### src/rtl/dct_quant_pkg.sv
// Shared constants and helpers for the DCT quantiser multiplier.
package dct_quant_pkg;

  localparam int DEF_A_W   = 12;
  localparam int DEF_B_W   = 8;
  localparam int DEF_OUT_W = 9;
  localparam int DEF_SHIFT = 11;

  // Half-LSB offset added before the right shift, or zero when truncating.
  function automatic int unsigned round_const(input int shift, input bit round_en);
    int unsigned rc;
    if (round_en && (shift > 0)) begin
      rc = 32'd1 << (shift - 1);
    end else begin
      rc = 32'd0;
    end
    return rc;
  endfunction

  // Largest positive magnitude representable in an out_w-bit signed value.
  function automatic int unsigned sat_pos_limit(input int out_w);
    return (32'd1 << (out_w - 1)) - 32'd1;
  endfunction

  // Largest negative magnitude representable in an out_w-bit signed value.
  function automatic int unsigned sat_neg_limit(input int out_w);
    return 32'd1 << (out_w - 1);
  endfunction

  localparam int unsigned DEF_SAT_POS = sat_pos_limit(DEF_OUT_W);
  localparam int unsigned DEF_SAT_NEG = sat_neg_limit(DEF_OUT_W);

endpackage

### src/rtl/umult_pipe.sv
// Unsigned A_W x B_W multiplier. The partial products of B are split into
// STAGES equal groups; each stage adds its group to the running sum and
// registers it. Valid and a small tag ride alongside the data.
module umult_pipe #(
  parameter int A_W    = 12,
  parameter int B_W    = 8,
  parameter int STAGES = 4,
  parameter int TAG_W  = 1
) (
  input  logic                 clk,
  input  logic                 rst,
  input  logic                 stall,
  input  logic                 in_valid,
  input  logic [A_W-1:0]       a,
  input  logic [B_W-1:0]       b,
  input  logic [TAG_W-1:0]     in_tag,
  output logic                 out_valid,
  output logic [A_W+B_W-1:0]   prod,
  output logic [TAG_W-1:0]     out_tag,
  output logic [STAGES-1:0]    valid_bits
);

  localparam int P_W  = A_W + B_W;
  localparam int GRP  = (B_W + STAGES - 1) / STAGES;
  localparam int OP_N = (STAGES > 1) ? STAGES - 1 : 1;

  logic [P_W-1:0]   acc_reg [STAGES];
  logic [P_W-1:0]   acc_nxt [STAGES];
  logic [TAG_W-1:0] tag_reg [STAGES];
  logic [STAGES-1:0] v_reg;
  logic [A_W-1:0]   a_reg [OP_N];
  logic [B_W-1:0]   b_reg [OP_N];
  logic [A_W-1:0]   a_op  [STAGES];
  logic [B_W-1:0]   b_op  [STAGES];

  // Per-stage partial sum: previous stage's sum plus this stage's group of
  // shifted partial products.
  always_comb begin
    for (int s = 0; s < STAGES; s++) begin
      if (s == 0) begin
        a_op[s]    = a;
        b_op[s]    = b;
        acc_nxt[s] = '0;
      end else begin
        a_op[s]    = a_reg[(s > 0) ? s - 1 : 0];
        b_op[s]    = b_reg[(s > 0) ? s - 1 : 0];
        acc_nxt[s] = acc_reg[(s > 0) ? s - 1 : 0];
      end
      for (int i = 0; i < B_W; i++) begin
        if (((i / GRP) == s) && b_op[s][i]) begin
          acc_nxt[s] = acc_nxt[s] + (P_W'(a_op[s]) << i);
        end else begin
          acc_nxt[s] = acc_nxt[s];
        end
      end
    end
  end

  // Stage registers: sums, operands for later groups, valid and tag.
  always_ff @(posedge clk or posedge rst) begin
    if (rst) begin
      v_reg <= '0;
      for (int s = 0; s < STAGES; s++) begin
        acc_reg[s] <= '0;
        tag_reg[s] <= '0;
      end
      for (int s = 0; s < OP_N; s++) begin
        a_reg[s] <= '0;
        b_reg[s] <= '0;
      end
    end else if (!stall) begin
      v_reg[0]   <= in_valid;
      tag_reg[0] <= in_tag;
      a_reg[0]   <= a;
      b_reg[0]   <= b;
      for (int s = 0; s < STAGES; s++) begin
        acc_reg[s] <= acc_nxt[s];
      end
      for (int s = 1; s < STAGES; s++) begin
        v_reg[s]   <= v_reg[s-1];
        tag_reg[s] <= tag_reg[s-1];
      end
      for (int s = 1; s < OP_N; s++) begin
        a_reg[s] <= a_reg[s-1];
        b_reg[s] <= b_reg[s-1];
      end
    end
  end

  assign out_valid  = v_reg[STAGES-1];
  assign prod       = acc_reg[STAGES-1];
  assign out_tag    = tag_reg[STAGES-1];
  assign valid_bits = v_reg;

endmodule

### src/rtl/dct_quant_mult_pipe.sv
// DCT quantiser: sign-magnitude multiply by the quantiser reciprocal, round,
// re-apply sign and saturate. Input register, multiplier core, output register.
module dct_quant_mult_pipe
  import dct_quant_pkg::*;
#(
  parameter int A_W      = DEF_A_W,
  parameter int B_W      = DEF_B_W,
  parameter int OUT_W    = DEF_OUT_W,
  parameter int SHIFT    = DEF_SHIFT,
  parameter int STAGES   = 4,
  parameter int ROUND_EN = 1
) (
  input  logic             clk,
  input  logic             rst,
  input  logic             stall,
  input  logic             in_valid,
  input  logic [A_W-1:0]   in_data,
  input  logic [B_W-1:0]   in_qfactor,
  input  logic             in_last,
  output logic             out_valid,
  output logic [OUT_W-1:0] out_data,
  output logic             out_last,
  output logic             out_sat,
  output logic             busy
);

  localparam int P_W = A_W + B_W;
  localparam int R_W = P_W + 1;
  localparam logic [R_W-1:0]   RND_C   = R_W'(round_const(SHIFT, ROUND_EN != 0));
  localparam logic [R_W-1:0]   POS_LIM = R_W'(sat_pos_limit(OUT_W));
  localparam logic [R_W-1:0]   NEG_LIM = R_W'(sat_neg_limit(OUT_W));
  localparam logic [OUT_W-1:0] POS_MAX = OUT_W'(sat_pos_limit(OUT_W));
  localparam logic [OUT_W-1:0] NEG_MIN = {1'b1, {(OUT_W-1){1'b0}}};

  logic              s0_valid;
  logic [A_W-1:0]    s0_mag;
  logic [B_W-1:0]    s0_qf;
  logic              s0_sign;
  logic              s0_zero;
  logic              s0_last;

  logic              core_valid;
  logic [P_W-1:0]    core_prod;
  logic              core_last;
  logic [STAGES-1:0] core_vbits;

  logic [STAGES-1:0] sign_sr;
  logic [STAGES-1:0] zero_sr;

  logic [R_W-1:0]    rsum;
  logic [R_W-1:0]    rmag;
  logic [OUT_W-1:0]  res;
  logic              res_sat;

  // Input register: split the coefficient into sign and magnitude.
  // The most negative coefficient maps to magnitude 2^(A_W-1), which still
  // fits an A_W-bit unsigned value.
  always_ff @(posedge clk or posedge rst) begin
    if (rst) begin
      s0_valid <= 1'b0;
      s0_mag   <= '0;
      s0_qf    <= '0;
      s0_sign  <= 1'b0;
      s0_zero  <= 1'b0;
      s0_last  <= 1'b0;
    end else if (!stall) begin
      s0_valid <= in_valid;
      s0_mag   <= in_data[A_W-1] ? (-in_data) : in_data;
      s0_qf    <= in_qfactor;
      s0_sign  <= in_data[A_W-1];
      s0_zero  <= (in_data == '0) || (in_qfactor == '0);
      s0_last  <= in_last;
    end
  end

  umult_pipe #(
    .A_W    (A_W),
    .B_W    (B_W),
    .STAGES (STAGES),
    .TAG_W  (1)
  ) u_core (
    .clk        (clk),
    .rst        (rst),
    .stall      (stall),
    .in_valid   (s0_valid),
    .a          (s0_mag),
    .b          (s0_qf),
    .in_tag     (s0_last),
    .out_valid  (core_valid),
    .prod       (core_prod),
    .out_tag    (core_last),
    .valid_bits (core_vbits)
  );

  // Sign/zero side pipeline, same depth as the multiplier core.
  always_ff @(posedge clk or posedge rst) begin
    if (rst) begin
      sign_sr <= '0;
      zero_sr <= '0;
    end else if (!stall) begin
      sign_sr[0] <= s0_sign;
      zero_sr[0] <= s0_zero;
      for (int i = 1; i < STAGES; i++) begin
        sign_sr[i] <= sign_sr[i-1];
        zero_sr[i] <= zero_sr[i-1];
      end
    end
  end

  // Round, re-apply sign and clip; zero results are forced positive.
  always_comb begin
    rsum    = {1'b0, core_prod} + RND_C;
    rmag    = rsum >> SHIFT;
    res     = '0;
    res_sat = 1'b0;
    if (zero_sr[STAGES-1] || (rmag == '0)) begin
      res     = '0;
      res_sat = 1'b0;
    end else if (!sign_sr[STAGES-1]) begin
      if (rmag > POS_LIM) begin
        res     = POS_MAX;
        res_sat = 1'b1;
      end else begin
        res     = rmag[OUT_W-1:0];
        res_sat = 1'b0;
      end
    end else begin
      if (rmag > NEG_LIM) begin
        res     = NEG_MIN;
        res_sat = 1'b1;
      end else begin
        res     = -rmag[OUT_W-1:0];
        res_sat = 1'b0;
      end
    end
  end

  // Output register; data, sat and last are zero whenever valid is low.
  always_ff @(posedge clk or posedge rst) begin
    if (rst) begin
      out_valid <= 1'b0;
      out_data  <= '0;
      out_last  <= 1'b0;
      out_sat   <= 1'b0;
    end else if (!stall) begin
      out_valid <= core_valid;
      out_data  <= core_valid ? res : '0;
      out_last  <= core_valid & core_last;
      out_sat   <= core_valid & res_sat;
    end
  end

  assign busy = s0_valid | (|core_vbits) | out_valid;

endmodule
### config.mk
export PLATFORM = sky130hd
export DESIGN_NAME = dct_quant_mult_pipe
export DESIGN_NICKNAME = d
export VERILOG_FILES = /design/src/rtl/dct_quant_pkg.sv /design/src/rtl/umult_pipe.sv /design/src/rtl/dct_quant_mult_pipe.sv
export SDC_FILE = /design/constraint.sdc
export NUM_CORES = 1
export LEC_CHECK = 0
export BUFFER_PORTS_ARGS = -buffer_cell sky130_fd_sc_hd__buf_2
export CORE_ASPECT_RATIO = 0.6
export CORE_UTILIZATION = 68
export DETAILED_ROUTE_END_ITERATION = 7
export PLACE_DENSITY = 0.86
export SLEW_MARGIN = 20
export SYNTH_ARGS = -nofsm -noshare
export SYNTH_HDL_FRONTEND = slang
export SYNTH_SLANG_ARGS = --single-unit
### constraint.sdc
create_clock -name clk -period 7.45 [get_ports clk]
set_input_delay 1.49 -clock clk [delete_from_list [all_inputs] [get_ports clk]]
set_output_delay 1.49 -clock clk [all_outputs]
set_load 0.02 [all_outputs]
# Word-level counts from Yosys, hierarchy flattened

Cells that the tools add are included.

Word-level logic and storage cells: 67
Memory bits (read-only): 0
Bits in latches: 0
Memories: 0
Input bits: 25
Bits in registers: 192
RAM bits: 0

Div/mod/pow operators: 0
Equality and inequality tests: 0
Reductions and logical operators: 6
Bitwise gates (word level): 4
Multipliers: 0
$add $sub $neg: 10
Order comparisons: 2
Shifts and indexed selects: 0
Muxes and demuxes: 18

Operators with widths:

| operator               | count |
|---|---|
| $mux 20                | 7 |
| $mux 9                 | 5 |
| $mux 12                | 2 |
| $add 20x11->21 const B | 1 |
| $logic_not 21->1       | 1 |
| $add 20x13->20         | 1 |
| $add 20x14->20         | 1 |
| $add 20x15->20         | 1 |
| $add 20x16->20         | 1 |
| $add 20x17->20         | 1 |
| $add 20x18->20         | 1 |
| $add 20x19->20         | 1 |
| $logic_not 12->1       | 1 |
| $neg 12->12            | 1 |
| $gt 10x8->1 const B    | 1 |
| $gt 10x9->1 const B    | 1 |
| $neg 9->9              | 1 |
| $logic_not 8->1        | 1 |
| $mux 1                 | 4 |
| $reduce_or 4->1        | 1 |
| $and 1x1->1            | 2 |
| $logic_or 1x1->1       | 2 |
| $or 1x1->1             | 2 |

# Logic depth before layout (Yosys ltp)

Depth after elaboration: 6
Mapped depth: 16
Mapped depth without buffers: 16

# Modules after synthesis

Synthesis repeated with hierarchy kept, for this count alone.

Cell total of the unflattened synthesis: 1195
Area total of the unflattened synthesis: 11649.9 sq um

By module, submodules not included:

| module              | area an instance (sq um) | seq. area each (sq um) | cells each | instances |
|---|---|---|---|---|
| umult_pipe          | 9160.0                   | 3103.0                 | 945        | 1 |
| dct_quant_mult_pipe | 2489.9                   | 1101.1                 | 250        | 1 |

# Least setup slack after synthesis

OpenSTA, ideal clock, no wires.

Kind: reg-to-reg
From: register u_core.a_reg (netlist bit u_core.a_op[2])
To: register u_core.acc_reg (netlist bit u_core.prod[18])
Slack: 3910 ps
Arrival time: 3414 ps
Cell stages (with the launch flop): 16
Cell sequence: dfrtp_1 -> ha_1 -> and4_1 -> o21ai_0 -> nand2_1 -> a21oi_1 -> xnor2_1 -> mux2_2 -> ha_1 -> a21oi_1 -> o21ai_0 -> a41oi_1 -> o21ai_0 -> o31ai_1 -> xnor2_1 -> a221o_1

Longest elaborated chain between the ends: 4

Ends and longest elaborated chain:

| element                         | line             | source |
|---|---|---|
| start, declared                 | umult_pipe.sv:31 | `logic [A_W-1:0] a_reg [OP_N];` |
| start signal, assigned by index | umult_pipe.sv:84 | `a_reg[s] <= a_reg[s-1];` |
| $add 20x18->20                  | umult_pipe.sv:51 | `acc_nxt[s] = acc_nxt[s] + (P_W'(a_op[s]) << i);` |
| $mux 20                         | umult_pipe.sv:50 | `if (((i / GRP) == s) && b_op[s][i]) begin` |
| $add 20x19->20                  | umult_pipe.sv:51 |  |
| $mux 20 (*)                     | umult_pipe.sv:50 |  |
| end signal, assigned by index   | umult_pipe.sv:77 | `acc_reg[s] <= acc_nxt[s];` |
| end, declared                   | umult_pipe.sv:27 | `logic [P_W-1:0] acc_reg [STAGES];` |

Mark *: on every way between the ends. The rest lies on a longest branch, timed or not.
A chain may end at the register's enable or synchronous reset.

# Worst setup path after layout

From: register u_core.a_reg (netlist bit u_core.a_op[28])
To: register u_core.acc_reg[55] (netlist bit)

Longest elaborated chain between the ends: 4

Ends and longest elaborated chain:

| element        | line |
|---|---|
| $add 20x14->20 | umult_pipe.sv:51 |
| $mux 20        | umult_pipe.sv:50 |
| $add 20x15->20 | umult_pipe.sv:51 |
| $mux 20 (*)    | umult_pipe.sv:50 |

Marked as above.

==> impl_metrics.prom <==
# TYPE chip_impl_metric gauge
chip_impl_metric{name="timing.max_slew.rel_slack",unit="%"} 37.5
chip_impl_info{name="cts_tree",value="done"} 1
chip_impl_info{name="grt_setup_unrepaired",value="no"} 1
chip_impl_metric{name="tritoncts.num_buffers",unit=""} 17
chip_impl_metric{name="req_time_crit_path",unit="ns"} 7.71
chip_impl_metric{name="clock_tree.htree_level_count",unit=""} 4
chip_impl_info{name="path_delay_family",value="compound AO/OA/AOI/OAI gates"} 1
chip_impl_metric{name="grtUsageMet3",unit="%"} 8.11
chip_impl_info{name="status",value="finished, final reports clean"} 1
chip_impl_metric{name="first_pass_iters",unit=""} 8
chip_impl_metric{name="flip_flop_and_latch_count_after_synthesis",unit=""} 146
chip_impl_info{name="hold_path_class",value="flip-flop to flip-flop"} 1
chip_impl_metric{name="cts_hold_buffers",unit=""} 0
chip_impl_metric{name="ff_latch_area",unit="um^2"} 3650
chip_impl_metric{name="route.detailed.vias_per_inst",unit=""} 6.59
chip_impl_info{name="critical_path.slowest_cell",value="sky130_fd_sc_hd__o31ai_1"} 1
chip_impl_metric{name="cts.repair.resized",unit=""} 0
chip_impl_metric{name="grt.overflow.total",unit=""} 0
chip_impl_info{name="clk_root_buf",value="sky130_fd_sc_hd__clkbuf_16"} 1
chip_impl_metric{name="gpl.final_weighted_congestion",unit=""} 0.921
chip_impl_metric{name="worstPathBufferInverterCount",unit=""} 0
chip_impl_metric{name="multiInputGateArea",unit="um^2"} 6350
chip_impl_metric{name="areaGrowthSynthToFinish",unit="%"} 8.20
chip_impl_metric{name="antenna_found_initial",unit=""} 0
chip_impl_metric{name="final_layout_size_suffix_gt1_share",unit="%"} 16.4
chip_impl_metric{name="via_count_of_the_first_global_routing_pass",unit=""} 8321
chip_impl_metric{name="slack_of_the_worst_reg_to_reg_path",unit="ns"} 3.24
chip_impl_metric{name="final_max_slew_viol_count",unit=""} 0
chip_impl_metric{name="synth-warning-count",unit=""} 0
chip_impl_metric{name="cp_data_arrival_time",unit="ns"} 4.47
chip_impl_metric{name="cts_post_setup_buffers_inserted",unit=""} 0
chip_impl_metric{name="fp-row-count",unit=""} 34
chip_impl_info{name="top_usage_layer",value="met1"} 1
chip_impl_info{name="critPathKind",value="flip-flop to flip-flop"} 1
chip_impl_metric{name="hold_path_depth",unit=""} 2
chip_impl_metric{name="layout.filler_cells",unit=""} 959
chip_impl_metric{name="layout_min_cycle_time",unit="ns"} 4.21
chip_impl_info{name="netlist_top_cells_area",value="sky130_fd_sc_hd__dfrtp_1 (35%), sky130_fd_sc_hd__ha_1 (10%), sky130_fd_sc_hd__mux2_2 (9.5%)"} 1
chip_impl_metric{name="synth-async-reset-ratio",unit="%"} 100
chip_impl_metric{name="post_synth_inst_count",unit=""} 1085
chip_impl_metric{name="die_h",unit="um"} 97.5
chip_impl_info{name="whs_endpoint",value="out_sat"} 1
chip_impl_metric{name="place.port_buffers",unit=""} 37
chip_impl_metric{name="latest_clock_arrival_within_the_worst_skew_pair",unit="ns"} 0.43
chip_impl_metric{name="grt_start_max_net_pins",unit=""} 94
chip_impl_metric{name="clock_pin_slew_of_the_registers_on_the_worst_case_setup_and_hold_paths",unit="ns"} 0.07
chip_impl_info{name="worst_setup_path_start_kind",value="flip-flop"} 1
chip_impl_metric{name="clock-sinks",unit=""} 146
chip_impl_metric{name="ir_drop",unit="uV"} 297
chip_impl_metric{name="maxCapViolCount",unit=""} 0
chip_impl_metric{name="synth.avg_cell_area",unit="um^2"} 9.52
chip_impl_metric{name="mappedNetlistNets",unit=""} 1199
chip_impl_metric{name="placement.setup.worst_slack",unit="ns"} 3.43
chip_impl_info{name="worst_setup_path_end_kind",value="flip-flop"} 1
chip_impl_info{name="yosys_most_used_dff",value="sky130_fd_sc_hd__dfrtp_1"} 1
chip_impl_metric{name="total_power",unit="W"} 0.00460
chip_impl_metric{name="floorplan.io_pins",unit=""} 38
chip_impl_info{name="rr_endpoint",value="u_core.acc_reg[55]"} 1
chip_impl_metric{name="floorplan.die_area",unit="um^2"} 15700
chip_impl_metric{name="final_worst_setup_slack",unit="ns"} 3.24
chip_impl_info{name="synth_area_leader_cell",value="sky130_fd_sc_hd__dfrtp_1"} 1
chip_impl_metric{name="worst-slew-pin-transition",unit="ns"} 0.938
chip_impl_metric{name="reg2reg_depth",unit=""} 13
chip_impl_metric{name="final_nets",unit=""} 1215
chip_impl_metric{name="groute.layer.met2.usage",unit="%"} 48.1
chip_impl_metric{name="start_util",unit="%"} 70.4
chip_impl_metric{name="vias",unit=""} 8646
chip_impl_metric{name="ant_nets",unit=""} 0
chip_impl_metric{name="area_inside_the_core_boundary",unit="um^2"} 14700
chip_impl_metric{name="synth_top_cell_area_share",unit="%"} 35.4
chip_impl_metric{name="grt_use_met1",unit="%"} 52.6
chip_impl_metric{name="setup_tns",unit="ns"} 0
chip_impl_info{name="timing.rr.start",value="u_core.a_op[28]"} 1
chip_impl_metric{name="ant_diodes",unit=""} 0
chip_impl_metric{name="core_utilization_of_the_finished_layout",unit="%"} 76.1
chip_impl_metric{name="global_route_wire_length_before_repair",unit="um"} 42600
chip_impl_metric{name="clock_path_buffers",unit=""} 2
chip_impl_metric{name="final_hold_viol_count",unit=""} 0
chip_impl_metric{name="lkg_pwr",unit="nW"} 5.09
chip_impl_metric{name="cellPowerDensity",unit="nW/um^2"} 412
chip_impl_metric{name="clock-skew-final",unit="ns"} 0.0109
chip_impl_metric{name="slowest_delay",unit="ns"} 0.63
chip_impl_metric{name="dpl.hpwl",unit="um"} 18200
chip_impl_metric{name="report.final.setup_viol",unit=""} 0
chip_impl_metric{name="remaining_drc_errors",unit=""} 0
chip_impl_metric{name="dr.first_iter.drc_count",unit=""} 924
chip_impl_info{name="holdCritStartpoint",value="out_sat"} 1
chip_impl_metric{name="detail_route.wirelength",unit="um"} 25800
chip_impl_metric{name="layout_worst_path_cycle_share",unit="%"} 56.5
chip_impl_metric{name="avgRoutedWirePerCell",unit="um"} 19.7
chip_impl_metric{name="number_of_flops_mapped_to_enable_cells_by_yosys",unit=""} 0
chip_impl_metric{name="cell_area_after_synthesis",unit="um^2"} 10300
chip_impl_metric{name="yosysUniqueCellTypes",unit=""} 79
chip_impl_metric{name="synth-seq-area-share",unit="%"} 35.4
chip_impl_metric{name="die_width",unit="um"} 161
chip_impl_info{name="worstPathCellList",value="ha_1, a21oi_1, nor2b_1, o31ai_1, and3_1, o31ai_1, ha_1, or3_1, a211oi_1, o31ai_1, a21o_1, a211oi_1, a211oi_1"} 1
chip_impl_metric{name="global_route.usage.total",unit="%"} 34.1
chip_impl_metric{name="cp_max_fo",unit=""} 6
chip_impl_metric{name="fmax",unit="MHz"} 238
## report_power, final
part / internal [W] / switching, W
combinational: 0.00110 / 0.00141
sequential: 0.000986 / 0.000268
clock: 0.000444 / 0.000390
total: 0.00254 / 0.00207
## worst reg2reg max path: cells and delay by family (launching register included)
kind | cells | cell delay (ns)
AND/OR/NAND/NOR | 3 | 0.68
AO/OA/AOI/OAI | 8 | 2.29
adder cells (fa/ha/maj) | 2 | 0.65
flip-flops | 1 | 0.44
## Yosys cell counts (23+ instances only)
library cell,number
sky130_fd_sc_hd__dfrtp_1,146
sky130_fd_sc_hd__nand2_1,106
sky130_fd_sc_hd__mux2_2,87
sky130_fd_sc_hd__o21ai_0,84
sky130_fd_sc_hd__ha_1,83
sky130_fd_sc_hd__a21oi_1,73
sky130_fd_sc_hd__nor2_1,56
sky130_fd_sc_hd__clkbuf_1,34
sky130_fd_sc_hd__inv_1,33
sky130_fd_sc_hd__xnor2_1,33
sky130_fd_sc_hd__xor2_1,32
sky130_fd_sc_hd__a21o_1,23
## cell families (layout without fill, tap and decap cells)
| group | after synthesis | count (layout) | synth area share (%) |
|---|---|---|---|
| fa+ha+maj | 89 | 89 | 11.2 |
| flops | 146 | 146 | 35.4 |
| xor+xnor | 65 | 65 | 5.51 |
| compound gates | 326 | 326 | 20.9 |
| simple gates | 280 | 280 | 13.1 |
| buf+inv | 79 | 108 | 3.11 |
| mux | 100 | 100 | 10.7 |
## layout by cell type, fill, tap and decap left out, types with 33 or more instances in the layout
cell	count
sky130_fd_sc_hd__ha_1	83
sky130_fd_sc_hd__o21ai_0	84
sky130_fd_sc_hd__mux2_2	87
sky130_fd_sc_hd__nor2_1	56
sky130_fd_sc_hd__a21oi_1	73
sky130_fd_sc_hd__xnor2_1	33
sky130_fd_sc_hd__dfrtp_1	146
sky130_fd_sc_hd__buf_2	36
sky130_fd_sc_hd__nand2_1	106
## metrics by stage
step,hold slack (ns),cells,cell area [um^2]
2_1_floorplan,0.449,1085,10300
3_3_place_gp,0.449,1280,10600
3_5_place_dp,0.479,1280,10600
4_1_cts,0.496,1312,11200
5_1_grt,0.499,1312,11200
6_report,0.509,1312,11200
## per-layer routing
metal	up-vias	part of all wire, %
met5	-	0
met2	410	42
met4	0	1.2
met1	4165	48
met3	41	8.7
li1	4030	-
## layout make-up
class | count | share of cell area [%]
sequential | 146 | 32.7
clock buffer | 18 | 3.84
clock inverter | 14 | 1.20
multi-input combinational | 860 | 56.8
timing repair buffer | 40 | 1.95
inverter | 36 | 1.25
tap | 198 | 2.22
## worst max path at each step
| stage | from | end | slack [ns] | cells after the start |
|---|---|---|---|---|
| after detailed placement | u_core.a_op[2] | u_core.prod[18] | 3.43 | 15 |
| final | u_core.a_op[28] | u_core.acc_reg[55] | 3.24 | 13 |
| after global placement | u_core.a_op[0] | u_core.prod[17] | 3.62 | 16 |
| after global routing | u_core.a_op[26] | u_core.acc_reg[55] | 3.08 | 13 |
| after CTS | u_core.a_op[1] | u_core.prod[18] | 3.42 | 15 |
| after floorplan | rst | out_data[0] | 2.04 | 1 |
No activity file was read; power rests on OpenSTA's default activity.
